===== src/rtl/disp_pkg.sv =====
`default_nettype none
// ============================================================================
// Module      : disp_pkg
// Description : Shared types, constants and helpers for the display scheduler.
//               - state_t    : scheduler FSM states (IDLE, HOLD)
//               - DW_DEFAULT : default display data width (signed 11-bit)
//               - clog2      : index width helper; never returns less than 1
// Revision    : 1.0 - initial release
// ============================================================================
package disp_pkg;

    localparam int DW_DEFAULT = 11;

    typedef enum logic [0:0] {
        IDLE = 1'b0,
        HOLD = 1'b1
    } state_t;

    // Ceiling log2 with a floor of 1, so that a single-value range still
    // yields a legal one-bit vector.
    function automatic int clog2(input int n);
        int r;
        r = 1;
        while ((1 << r) < n) begin
            r = r + 1;
        end
        return r;
    endfunction

endpackage : disp_pkg
`default_nettype wire


===== src/rtl/disp_rr_pick.sv =====
`default_nettype none
// ============================================================================
// Module      : disp_rr_pick
// Description : Combinational winner selection for the display scheduler.
//               Urgent requesters win by lowest index; otherwise the first
//               requester found scanning upward from rr (with wrap) wins.
// Ports       : req     - level request per source
//               urgent  - per-source priority qualifier (gated by req)
//               rr      - round-robin start index
//               winner  - selected source index
//               valid   - at least one request is present
// Revision    : 1.0 - initial release
// ============================================================================
module disp_rr_pick #(
    parameter int NUM_SRC = 4,
    parameter int IW      = 2
) (
    input  logic [NUM_SRC-1:0] req,
    input  logic [NUM_SRC-1:0] urgent,
    input  logic [IW-1:0]      rr,
    output logic [IW-1:0]      winner,
    output logic               valid
);

    logic [NUM_SRC-1:0] w_urg;

    assign w_urg = req & urgent;
    assign valid = |req;

    // Both scans run from the far end toward the preferred position so the
    // last hit (lowest index / smallest offset from rr) is the one kept.
    always_comb begin
        int idx;
        winner = '0;
        idx    = 0;
        if (|w_urg) begin
            for (int i = NUM_SRC - 1; i >= 0; i--) begin
                if (w_urg[i]) begin
                    winner = IW'(i);
                end
            end
        end else begin
            for (int k = NUM_SRC - 1; k >= 0; k--) begin
                idx = int'(rr) + k;
                if (idx >= NUM_SRC) begin
                    idx = idx - NUM_SRC;
                end
                if (req[idx]) begin
                    winner = IW'(idx);
                end
            end
        end
    end

endmodule : disp_rr_pick
`default_nettype wire


===== src/rtl/disp_scheduler.sv =====
`default_nettype none
// ============================================================================
// Module      : disp_scheduler
// Description : Time-shares the signed seven-segment display path between
//               NUM_SRC requesters. Each grant latches the source value,
//               pulses ack/disp_sel for one cycle, then holds the display for
//               DWELL_CYC cycles. Urgent requests may preempt a dwell.
// Ports       : clk       - system clock (rising edge)
//               rst       - asynchronous active-low reset
//               req       - level request per source
//               urgent    - per-source priority qualifier (with req)
//               src_data  - packed source values, source i at [i*DW +: DW]
//               ack       - one-hot pulse when a source value is latched
//               disp_sel  - one-cycle load strobe to the display driver
//               disp_data - latched value for the display driver
//               cur_src   - index of the last granted source
//               busy      - high while a dwell is running
// Revision    : 1.0 - initial release
// ============================================================================
module disp_scheduler
    import disp_pkg::*;
#(
    parameter int NUM_SRC   = 4,
    parameter int DW        = DW_DEFAULT,
    parameter int DWELL_CYC = 50000000
) (
    input  logic                        clk,
    input  logic                        rst,
    input  logic [NUM_SRC-1:0]          req,
    input  logic [NUM_SRC-1:0]          urgent,
    input  logic [NUM_SRC*DW-1:0]       src_data,
    output logic [NUM_SRC-1:0]          ack,
    output logic                        disp_sel,
    output logic [DW-1:0]               disp_data,
    output logic [clog2(NUM_SRC)-1:0]   cur_src,
    output logic                        busy
);

    localparam int IW = clog2(NUM_SRC);
    localparam int CW = clog2(DWELL_CYC);

    state_t             r_state;
    logic [IW-1:0]      r_rr;
    logic [CW-1:0]      r_cnt;

    logic [IW-1:0]      w_win;
    logic               w_valid;
    logic [NUM_SRC-1:0] w_cur_oh;
    logic               w_preempt;
    logic               w_expire;
    logic               w_grant;
    logic [DW-1:0]      w_win_data;
    logic [IW-1:0]      w_rr_next;

    disp_rr_pick #(
        .NUM_SRC (NUM_SRC),
        .IW      (IW)
    ) u_pick (
        .req    (req),
        .urgent (urgent),
        .rr     (r_rr),
        .winner (w_win),
        .valid  (w_valid)
    );

    assign w_cur_oh   = NUM_SRC'(1) << cur_src;
    // The source currently on display can never preempt itself.
    assign w_preempt  = |(req & urgent & ~w_cur_oh);
    assign w_expire   = (r_cnt == CW'(DWELL_CYC - 1));
    assign w_grant    = (r_state == IDLE) ? w_valid
                                          : (w_preempt || (w_expire && w_valid));
    assign w_win_data = src_data[int'(w_win)*DW +: DW];
    assign w_rr_next  = (w_win == IW'(NUM_SRC - 1)) ? '0 : (w_win + IW'(1));

    always_ff @(posedge clk or negedge rst) begin
        if (!rst) begin
            r_state   <= IDLE;
            r_rr      <= '0;
            r_cnt     <= '0;
            ack       <= '0;
            disp_sel  <= 1'b0;
            disp_data <= '0;
            cur_src   <= '0;
            busy      <= 1'b0;
        end else begin
            ack      <= '0;
            disp_sel <= 1'b0;
            if (w_grant) begin
                disp_data <= w_win_data;
                ack       <= NUM_SRC'(1) << w_win;
                disp_sel  <= 1'b1;
                cur_src   <= w_win;
                r_rr      <= w_rr_next;
                r_cnt     <= '0;
                r_state   <= HOLD;
                busy      <= 1'b1;
            end else if (r_state == HOLD) begin
                if (w_expire) begin
                    r_cnt   <= '0;
                    r_state <= IDLE;
                    busy    <= 1'b0;
                end else begin
                    r_cnt <= r_cnt + CW'(1);
                end
            end
        end
    end

endmodule : disp_scheduler
`default_nettype wire

===== config.mk =====
export PLATFORM = sky130hd
export DESIGN_NAME = disp_scheduler
export DESIGN_NICKNAME = d
export VERILOG_FILES = /design/src/rtl/disp_pkg.sv /design/src/rtl/disp_rr_pick.sv /design/src/rtl/disp_scheduler.sv
export SDC_FILE = /design/constraint.sdc
export NUM_CORES = 1
export LEC_CHECK = 0
export CORE_MARGIN = 4
export CORE_UTILIZATION = 44
export DETAILED_ROUTE_END_ITERATION = 10
export GPL_ROUTABILITY_DRIVEN = 0
export PLACE_DENSITY = 0.76
export SLEW_MARGIN = 10
export SYNTH_ARGS = -nofsm -noshare
export SYNTH_HDL_FRONTEND = slang
export SYNTH_SLANG_ARGS = --single-unit
export TNS_END_PERCENT = 10

===== constraint.sdc =====
create_clock -name clk -period 1.9 [get_ports clk]
set_input_delay 0.38 -clock clk [delete_from_list [all_inputs] [get_ports clk]]
set_output_delay 0.38 -clock clk [all_outputs]
set_load 0.02 [all_outputs]

Word-level counts from Yosys, hierarchy flattened
Index checks and enable logic that the tools add are counted.
{"block": "op_classes", "add_sub_neg": 9, "n_mul": 1, "order_cmp": 8, "eq_ne": 2, "n_shift": 3, "mux": 42, "bitwise_logic": 3, "n_reduce_logical": 8}
{"operator": "32-bit 2-to-1 mux", "n": 8}
{"operator": "32-bit by 4-bit < comparator with 1-bit output (second input constant)", "n": 4}
{"operator": "32-bit by 4-bit greater-or-equal comparator with 1-bit output (second input constant)", "n": 3}
{"operator": "32-bit by 4-bit subtractor with 32-bit output (second input constant)", "n": 3}
{"operator": "26-bit 2-to-1 mux", "n": 3}
{"operator": "44-bit by 7-bit indexed part select with 11-bit output", "n": 1}
{"operator": "26-bit by 1-bit adder with 26-bit output (second input constant)", "n": 1}
{"operator": "26-bit equality test (second input constant)", "n": 1}
{"operator": "2-bit 2-to-1 mux", "n": 10}
{"operator": "1-bit 2-to-1 mux", "n": 16}
{"operator": "4-bit OR reduction", "n": 3}
{"operator": "4-bit AND", "n": 2}
{"operator": "1-bit binary-select mux with 2-bit select", "n": 4}
{"operator": "1-bit by 2-bit << shifter with 4-bit output (first input constant)", "n": 2}
{"operator": "2-bit by 2-bit adder with 3-bit output (second input constant)", "n": 2}
{"operator": "2-bit by 4-bit multiplier with 6-bit output (second input constant)", "n": 1}
{"operator": "4-bit 2-to-1 mux", "n": 1}
{"operator": "4-bit NOT", "n": 1}
{"operator": "2-bit nonzero test", "n": 2}
{"operator": "2-bit by 3-bit subtractor with 4-bit output (second input constant)", "n": 1}
{"operator": "2-bit by 1-bit adder with 3-bit output (second input constant)", "n": 1}
{"operator": "2-bit by 3-bit greater-or-equal comparator with 1-bit output (second input constant)", "n": 1}
{"operator": "2-bit by 1-bit adder with 2-bit output (second input constant)", "n": 1}
{"operator": "2-bit equality test (second input constant)", "n": 1}
{"operator": "3 further kinds", "n": 3}
{"block": "word_totals", "register_bits": 48, "output_inout_bits": 19}

Logic depth before layout (Yosys ltp)
Gate-level depths: netlist of run 1.
{"block": "depth", "depth_word": 14, "ltp_mapped": 8}

Cells and area by module
Synthesis of run 1 repeated with hierarchy kept, for this count alone.
{"block": "unflattened", "hier_cells": 245, "hier_area_um2": 2728.9}
{"mod": "disp_scheduler", "instances": 1, "cells_per_inst": 218, "area_each_um2": 2555.0}
{"mod": "disp_rr_pick", "instances": 1, "cells_per_inst": 27, "area_each_um2": 173.9}

Worst setup path before layout of run 1
OpenSTA, ideal clock, no wires.
{"block": "synth_timing", "kind": "reg-to-reg", "startpoint": "register r_cnt[0]", "endpoint": "register r_cnt[20]", "setup_ns": 0.121, "arrival_time_ns": 1.971, "path_slack_ns": -0.192, "stages_incl_launch_ff": 9, "n_path_buf": 1, "cell_sequence": "dfrtp_1 > ha_1 > nand3_1 > or2_1 > or4b_1 > buf_2 > nor3_1 > xnor2_1 > nor2_1"}
{"block": "synth_via", "elab_chain_len": 5, "elab_cells_between_ends": 9, "cone_classes": "add/sub: 1; eq/ne: 1; mux: 4; reduce/logical: 3"}
{"element": "start, declared", "line": "disp_scheduler.sv:44", "rtl": "logic [CW-1:0] r_cnt;"}
{"element": "start signal, assigned", "line": "disp_scheduler.sv:103", "rtl": "r_cnt <= r_cnt + CW'(1);"}
{"element": "branches (longest 5 deep; another with 26-bit by 1-bit adder with 26-bit output)"}
Parallel ways; which one is timed is not known. The select of a mux whose other input is x is not followed.
A chain may end at the register's enable or synchronous reset.

Worst setup path after layout of run 1
{"block": "layout_timing", "startpoint": "register r_cnt[22]", "endpoint": "register disp_data[8]"}
{"block": "layout_via", "elab_chain_len": 4}
{"element": "26-bit equality test", "line": "disp_scheduler.sv:69", "rtl": "assign w_expire = (r_cnt == CW'(DWELL_CYC - 1));"}
{"element": "1-bit logical AND", "line": "disp_scheduler.sv:71", "rtl": ": (w_preempt || (w_expire && w_valid));"}
{"element": "1-bit logical OR", "line": "disp_scheduler.sv:71"}
{"element": "1-bit 2-to-1 mux", "line": "disp_scheduler.sv:70", "rtl": "assign w_grant = (r_state == IDLE) ? w_valid"}
{"element": "end signal, assigned", "line": "disp_scheduler.sv:89", "rtl": "disp_data <= w_win_data;"}
{"element": "end, declared", "line": "disp_scheduler.sv:34", "rtl": "output logic [DW-1:0] disp_data,"}
Every way passes these cells.

==> flow_summary.toml, run 1 <==
[run_status]
status = "finished with violations"
violations = "negative setup slack"

[synth]
syn-num-nets = 353
ys_types = 47
ys.flop_type = "dfrtp_1"
avgSynthCellArea_um2 = 9.53
netlist_instances = 294
yosys.area.top_type = "dfrtp_1"
synth_top_area_share = 0.429
yosysSeqAreaShare = 0.429
synth_common_cells = "dfrtp_1, nor2_1, nand2_1"
synth_edf_count = 0
async_reset_ff_frac = 1.00
synth-seq-cells = 48
post-synth-top-count-cell = "dfrtp_1"
ys_top_cells_by_area = "dfrtp_1, and3_1, a211oi_1"
yosys_warnings = 0
syn_area_mm2 = 0.00280

[critical_path]
critPathRequiredTime_ns = 2.11
r2r_cells = 7
end_kind = "flip-flop"
critPathLaunchType = "flip-flop"
worstSetupStartpoint = "r_cnt[22]"
worstPathArrival_ns = 2.33
path_max_fanout = 15
rr_startpoint = "r_cnt[22]"
r2r_end = "disp_data[8]"
crit_type = "reg -> reg"
cp-endpoint = "disp_data[8]"
ff2ff_setup_slack_ns = -0.22

[global_routing]
grt_pass1_wl_mm = 12.9
grt_pass1_vias = 2770
gr-total-overflow = 0
antenna_found_initial = 0
grt_usage = 0.215
grt_max_degree = 31

[flow_run]
maxCapViolations = 0

[final_layout]
antenna_cells = 0
fin_util = 0.730
postLayoutCellArea_mm2 = 0.00443
fill_cells = 450
stdcell_count = 509
nets = 493
layout-drive-gt1-share = 0.304
syn2layout_area_growth_pct = 57.9

[timing]
drv_slew = 0
fmax_mhz = 472
final.setup.worst_slack_ns = -0.219
worst_pin_slew_ns = 0.536
skew_ns = 0.00958
final-hold-violation-count = 0
relSlewSlack = 0.642
rsz0062_at_grt = "true"
period_minus_slack_ns = 2.12
setup_viol = 46
fin_tns_setup_ns = -7.40
whs_ns = 0.0473
finalCritPeriodShare = 1.12

[placement]
dp_cells = 491
place_hpwl_mm = 5.71
dp_slack_ns = -0.657
placed_area_mm2 = 0.00408
port_buffers = 72

[clock_tree]
clock-sinks = 48
clk_path_buf_depth = 2
cts_tree = "yes"
cts_made_buffers = 5
clock_latency_ns = 0.30
ctsHoldBuffers = 0
path_clk_slew_ns = 0.09
clockRootBuffer = "clkbuf_8"
htree_num_levels = 2

[route]
drt.antenna.violating_nets = 0
viasPerCell = 5.43
drt-total-wl_mm = 7.85
drt_iter0_markers = 85
firstDrtPassIters = 5
wire_per_inst_um = 15.4
drc = 0
vias = 2764

[power_and_ir_drop]
irDropWorstVdd_mv = 0.642
static-leakage-power_nw = 1.97
powerDensity_mw_per_mm2 = 927
p_total_mw = 4.11

[die]
die_w_um = 87.8
core_area_mm2 = 0.00606
initial_utilization = 0.462
die-area_mm2 = 0.00771
fp-row-count = 28
io_pins = 73
die_y_um = 87.8

[worst_hold_path]
hp-class = "in -> async"
## what timing repair did
| item | CTS | global route |
|---|---|---|
| pin swaps | 8 | 4 |
| setup buffers | 7 | 2 |
| cloned | 1 | 1 |
| setup endpoints to repair | 48 | 48 |
| endpoints found under the hold margin | 0 | 0 |
| resized for setup | 30 | 15 |
## per-layer routing
layer | GRT usage | share of wire | wire length, um
met1 | 0.240 | 0.40 | 3140
met2 | 0.385 | 0.51 | 3990
met3 | 0.0621 | 0.069 | 541
met4 | 0.0851 | 0.024 | 187
met5 | 0 | 0 | 0
## power by group
part           internal, mW  switching, mW
combinational          1.07           1.05
sequential             1.25          0.158
clock                 0.251          0.329
total                  2.56           1.54
## cell families after synthesis
family          after synthesis  synth area share
compound gates               63             0.193
xor+xnor                     21            0.0656
fa+ha+maj                     5            0.0223
buf+inv                      23            0.0375
flops                        48             0.429
mux                           4            0.0152
simple gates                130             0.238
## registers in the layout, indices dropped and copies added (netlist names)
register	cells
ack	4
busy	1
cur_src	2
disp_data	11
disp_sel	1
r_cnt	26
r_rr	2
r_state	1
## area by class of cell
class	instances	area (um^2)	share of cell area
clock buffer	6	72.6	0.0164
clock inverter	1	5.00	0.00113
inverter	9	37.5	0.00848
multi-input combinational	223	1690	0.382
sequential	48	1200	0.271
tap	75	93.8	0.0212
timing repair buffer	147	1330	0.299
## cell usage in the layout (no fill, tap or decap), types with 8 or more instances in the layout
master,count
buf_4,70
clkdlybuf4s50_1,65
dfrtp_1,48
nor2_1,29
nand2_1,28
and3_1,27
a211oi_1,17
xnor2_1,12
o31ai_2,10
xor2_1,9
inv_1,8
## critical path, cell delays in order (launching register included)
cell	delay, ns
dfrtp_1	0.37
nand3_2	0.10
or4b_4	0.51
o41ai_4	0.36
buf_4	0.19
a22oi_4	0.08
buf_12	0.18
o31ai_2	0.24
## worst min-delay path by stage
stage               from        to  cells past startpoint
global route         rst  r_cnt[2]                      1
finish               rst  r_cnt[1]                      1
CTS                  rst  r_cnt[2]                      1
detailed placement   rst  r_cnt[2]                      1
global placement     rst  r_cnt[2]                      1
floorplan            rst    ack[0]                      0
Note: power is estimated with default switching activity, not from simulation.
==> run 2: changes to the inputs <==
==> constraint.sdc (replaced) <==
create_clock -name clk -period 1.9 [get_ports clk]
set_input_delay 0.38 -clock clk [delete_from_list [all_inputs] [get_ports clk]]
set_output_delay 0.38 -clock clk [all_outputs]
set_load 0.01 [all_outputs]
==> flow_summary.toml, run 2 (synthesis results as in run 1) <==
[final_layout]
final_cell_mix = "clkdlybuf4s50_1, buf_4, dfrtp_1"
antenna_cells = 0
reg_top3 = "r_cnt: 26 flops, disp_data: 11 flops, ack: 4 flops"
regMostFlops = "r_cnt"
layout-drive-gt1-share = 0.275
syn2layout_area_growth_pct = 53.7
largest_reg_flops = 26
nets = 484
postLayoutCellArea_mm2 = 0.00431
final_common_cell = "clkdlybuf4s50_1"
fill_cells = 489

[clock_tree]
htree_num_levels = 2
clock_latency_ns = 0.30
cts_tree = "yes"
clock-sinks = 48
cts_made_buffers = 5
clk_path_buf_depth = 2
clockRootBuffer = "clkbuf_8"
path_clk_slew_ns = 0.08

[global_routing]
grt_usage = 0.208
gr-total-overflow = 0
antenna_found_initial = 0
grt_max_degree = 26
grt_pass1_vias = 2794
grt_pass1_wl_mm = 12.6

[timing]
rsz0062_at_grt = "true"
setup_viol = 38
finalCritPeriodShare = 1.08
relSlewSlack = 0.713
final-hold-violation-count = 0
final.setup.worst_slack_ns = -0.143
drv_slew = 0
skew_ns = 0.00497
fmax_mhz = 489
whs_ns = 0.501
period_minus_slack_ns = 2.04
worst_pin_slew_ns = 0.424

[route]
drt_iter0_markers = 96
wire_per_inst_um = 14.7
firstDrtPassIters = 4
drt.antenna.violating_nets = 0
drc = 0
drt-total-wl_mm = 7.36
vias = 2693
viasPerCell = 5.39

[power_and_ir_drop]
swShare = 0.345
p_clk_frac = 0.152
switching_power_mw = 1.33
static-leakage-power_nw = 1.88
p_int_mw = 2.52
irDropWorstVdd_mv = 0.627
power_frac_comb = 0.484
powerDensity_mw_per_mm2 = 894
seq_power_share = 0.364

[critical_path]
critPathSlowestCell = "dfrtp_1"
critPathRequiredTime_ns = 2.11
path_max_fanout = 19
critPathLaunchType = "flip-flop"
worstPathArrival_ns = 2.26
max_stage_delay_ns = 0.39
crit_type = "reg -> reg"
r2r_cells = 7
end_kind = "flip-flop"
crit_chain = "nor4_2 > nand4_1 > o41ai_4 > buf_4 > a22oi_4 > buf_12 > o31ai_2"

[die]
die_w_um = 87.8
io_pins = 73
core_area_mm2 = 0.00606
initial_utilization = 0.462
die-area_mm2 = 0.00771
fp-row-count = 28
die_y_um = 87.8

[run_status]
status = "finished with violations"
violations = "negative setup slack"

[worst_hold_path]
hp-class = "reg -> reg"
hold-path-cell-count = 2

[placement]
placed_area_mm2 = 0.00407
place_hpwl_mm = 5.65
port_buffers = 72

[flow_run]
maxCapViolations = 0
[run 2: cell types whose count changed in the layout (fill, tap and decap cells not counted), sizes merged]
cell and change:
inv +1, clkdlybuf4s50 +1, clkbuf -2, clkdlybuf4s15 +2, dlygate4sd3 +1, dlygate4sd2 -2
clkinvlp +1, buf -10, dlymetal6s2s -1
[run 2: what timing repair did]
action | in CTS | in global routing
hold endpoints to repair | 14 | 0
hold buffers | 1 | 0
cloned | 1 | 0
pin swaps | 7 | 2
setup endpoints to repair | 48 | 48
setup buffers | 3 | 0
resized for setup | 36 | 4
[run 2: power by group through the flow]
| stage | clock network [mW] | logic (mW) | registers (mW) |
|---|---|---|---|
| floorplan | 0 | 0.768 | 1.49 |
| global placement | 0 | 1.73 | 1.41 |
| detailed placement | 0 | 1.76 | 1.42 |
| CTS | 0.611 | 1.86 | 1.40 |
| global route | 0.649 | 2.02 | 1.43 |
| finish | 0.585 | 1.86 | 1.40 |
[run 2: critical path, delay by kind of cell, from the launching register on]
family | cells | cell delay (ns)
flip-flops | 1 | 0.39
buffers and inverters | 2 | 0.36
AND/OR/NAND/NOR | 2 | 0.48
AO/OA/AOI/OAI | 3 | 0.71
[run 2: routing by layer]
layer | up-vias | GRT usage | wire [um]
met4 | 0 | 0.0767 | 110
met5 | - | 0 | 0
met1 | 1280 | 0.232 | 3090
li1 | 1326 | - | -
met3 | 9 | 0.0724 | 559
met2 | 78 | 0.365 | 3590
[run 2: worst paths after layout]
check | startpoint | to | slack [ns]
max in group asynchronous | rst | r_cnt[22] | 0.85
worst max register to register | r_cnt[9] | disp_data[6] | -0.14
worst min-delay path | disp_data[7] | disp_data[7] | 0.50
min in group asynchronous | rst | ack[0] | 0.51
worst max-delay path | r_cnt[9] | disp_data[6] | -0.14
worst min register to register | disp_data[7] | disp_data[7] | 0.50
[run 2: layout make-up]
class / count / area [um^2] / share of cell area
Multi-Input combinational cell: 223 / 1640 / 0.380
Timing Repair Buffer: 137 / 1250 / 0.291
Sequential cell: 48 / 1200 / 0.279
Tap cell: 75 / 93.8 / 0.0218
Clock buffer: 5 / 68.8 / 0.0160
Inverter: 9 / 33.8 / 0.00784
Clock inverter: 2 / 12.5 / 0.00291
Timing Repair inverter: 1 / 7.51 / 0.00174
[run 2: metrics by stage]
stage	std cells	setup WS [ns]	util	total power, mW	setup TNS, ns
floorplan	294	-0.117	-	2.26	-2.53
global placement	488	-0.647	0.672	3.14	-26.54
detailed placement	488	-0.721	0.672	3.18	-29.21
CTS	500	-0.166	0.706	3.87	-3.41
global route	500	-0.269	0.711	4.10	-7.89
finish	500	-0.143	0.711	3.85	-2.67
==> run 3: changes to the inputs <==
Settings changed: SKIP_LAST_GASP set to 1.
==> flow_summary.toml, run 3 (synthesis results as in run 1) <==
[timing]
setup_viol = 46
rsz0062_at_grt = "true"
period_minus_slack_ns = 2.10
final.setup.worst_slack_ns = -0.196
drv_slew = 0
fin_tns_setup_ns = -4.52
worst_pin_slew_ns = 0.592
relSlewSlack = 0.600
fmax_mhz = 477
final-hold-violation-count = 0
whs_ns = 0.500
skew_ns = 0.00409
finalCritPeriodShare = 1.10

[clock_tree]
path_clk_slew_ns = 0.08
clockRootBuffer = "clkbuf_8"
htree_num_levels = 2
cts_tree = "yes"
clock-sinks = 48
clk_path_buf_depth = 2
clock_latency_ns = 0.30
cts_made_buffers = 5

[die]
io_pins = 73
die_y_um = 87.8
core_area_mm2 = 0.00606
fp-row-count = 28
die-area_mm2 = 0.00771
initial_utilization = 0.462
die_w_um = 87.8

[power_and_ir_drop]
p_int_mw = 2.50
powerDensity_mw_per_mm2 = 890
seq_power_share = 0.368
power_frac_comb = 0.480
irDropWorstVdd_mv = 0.623
p_total_mw = 3.80
static-leakage-power_nw = 1.86
swShare = 0.343
switching_power_mw = 1.30
p_clk_frac = 0.153

[global_routing]
antenna_found_initial = 0
grt_pass1_wl_mm = 12.6
grt_pass1_vias = 2791
grt_usage = 0.209
grt_max_degree = 26
gr-total-overflow = 0

[final_layout]
syn2layout_area_growth_pct = 52.5
layout-drive-gt1-share = 0.266
final_cell_mix = "clkdlybuf4s50_1, buf_4, dfrtp_1"
regMostFlops = "r_cnt"
multi_input_area_mm2 = 0.00161
reg_top3 = "r_cnt: 26 flops, disp_data: 11 flops, ack: 4 flops"
antenna_cells = 0
regArea_mm2 = 0.00120
largest_reg_flops = 26
final_common_cell = "clkdlybuf4s50_1"
nets = 484
fill_cells = 496

[route]
wire_per_inst_um = 14.6
firstDrtPassIters = 4
drt-total-wl_mm = 7.32
drt.antenna.violating_nets = 0
drc = 0
viasPerCell = 5.35
vias = 2677
drt_iter0_markers = 91
wl_met3_um = 578
top_layer_used = "met4"
dr_wl_met2_mm = 3.56
wirelength_met1_mm = 3.08

[critical_path]
critPathRequiredTime_ns = 2.09
critPathLaunchType = "input pin"
ff2ff_setup_slack_ns = -0.16
crit_type = "in -> reg"
worstPathArrival_ns = 2.29
path_max_fanout = 5
end_kind = "flip-flop"

[placement]
dp_slack_ns = -0.721
port_buffers = 72
place_hpwl_mm = 5.65

[flow_run]
maxCapViolations = 0

[run_status]
violations = "negative setup slack"
status = "finished with violations"

[worst_hold_path]
hp-class = "reg -> reg"
run 3: cell types whose count changed in the layout (fill, tap and decap cells not counted), sizes merged:
cell	before	now
clkdlybuf4s50	66	67
dlygate4sd2	3	2
run 3: power groups by stage:
stage                     sequential, mW  combinational [mW]  clock [mW]
after global placement              1.41                1.73           0
final                               1.40                1.82       0.580
after floorplan                     1.49               0.768           0
after detailed placement            1.42                1.76           0
after global routing                1.43                1.99       0.649
after CTS                           1.40                1.84       0.611
run 3: metal layers:
layer,global-route usage,vias to the layer above
met5,0,-
li1,-,1327
met2,0.364,76
met3,0.0724,7
met1,0.235,1267
met4,0.0767,0
run 3: final timing paths:
path	cells after the start	to	startpoint
worst max register to register	8	r_cnt[24]	r_cnt[1]
worst max-delay path	6	r_rr[0]	urgent[1]
min in group asynchronous	2	ack[0]	rst
worst min register to register	2	disp_data[7]	disp_data[7]
worst min-delay path	2	disp_data[7]	disp_data[7]
max in group asynchronous	3	r_cnt[22]	rst
run 3: critical path, cell delays in order:
cell             delay, ns
clkdlybuf4s50_1       0.48
a221oi_2              0.31
a21oi_1               0.09
or2_2                 0.34
a22oi_4               0.32
mux2_2                0.37
run 3: area by class of cell:
type,instances,area share
clock inverter,2,0.00293
sequential,48,0.281
multi-input combinational,223,0.376
tap,75,0.0220
inverter,9,0.00790
clock buffer,5,0.0161
timing repair inverter,1,0.00176
timing repair buffer,137,0.292
run 3: metrics by stage:
stage               utilization  instances  cell area [um^2]
finish                    0.705        500              4270
global route              0.705        500              4270
CTS                       0.704        500              4270
detailed placement        0.672        488              4070
global placement          0.672        488              4070
floorplan                     -        294              2860
run 3: what timing repair did:
item | in CTS | in global routing
cloned | 1 | 0
pin swaps | 4 | 1
hold endpoints to repair | 14 | 0
hold buffers | 1 | 0
buffers inserted | 3 | 0
setup endpoints to repair | 48 | 48
resized for setup | 27 | 1
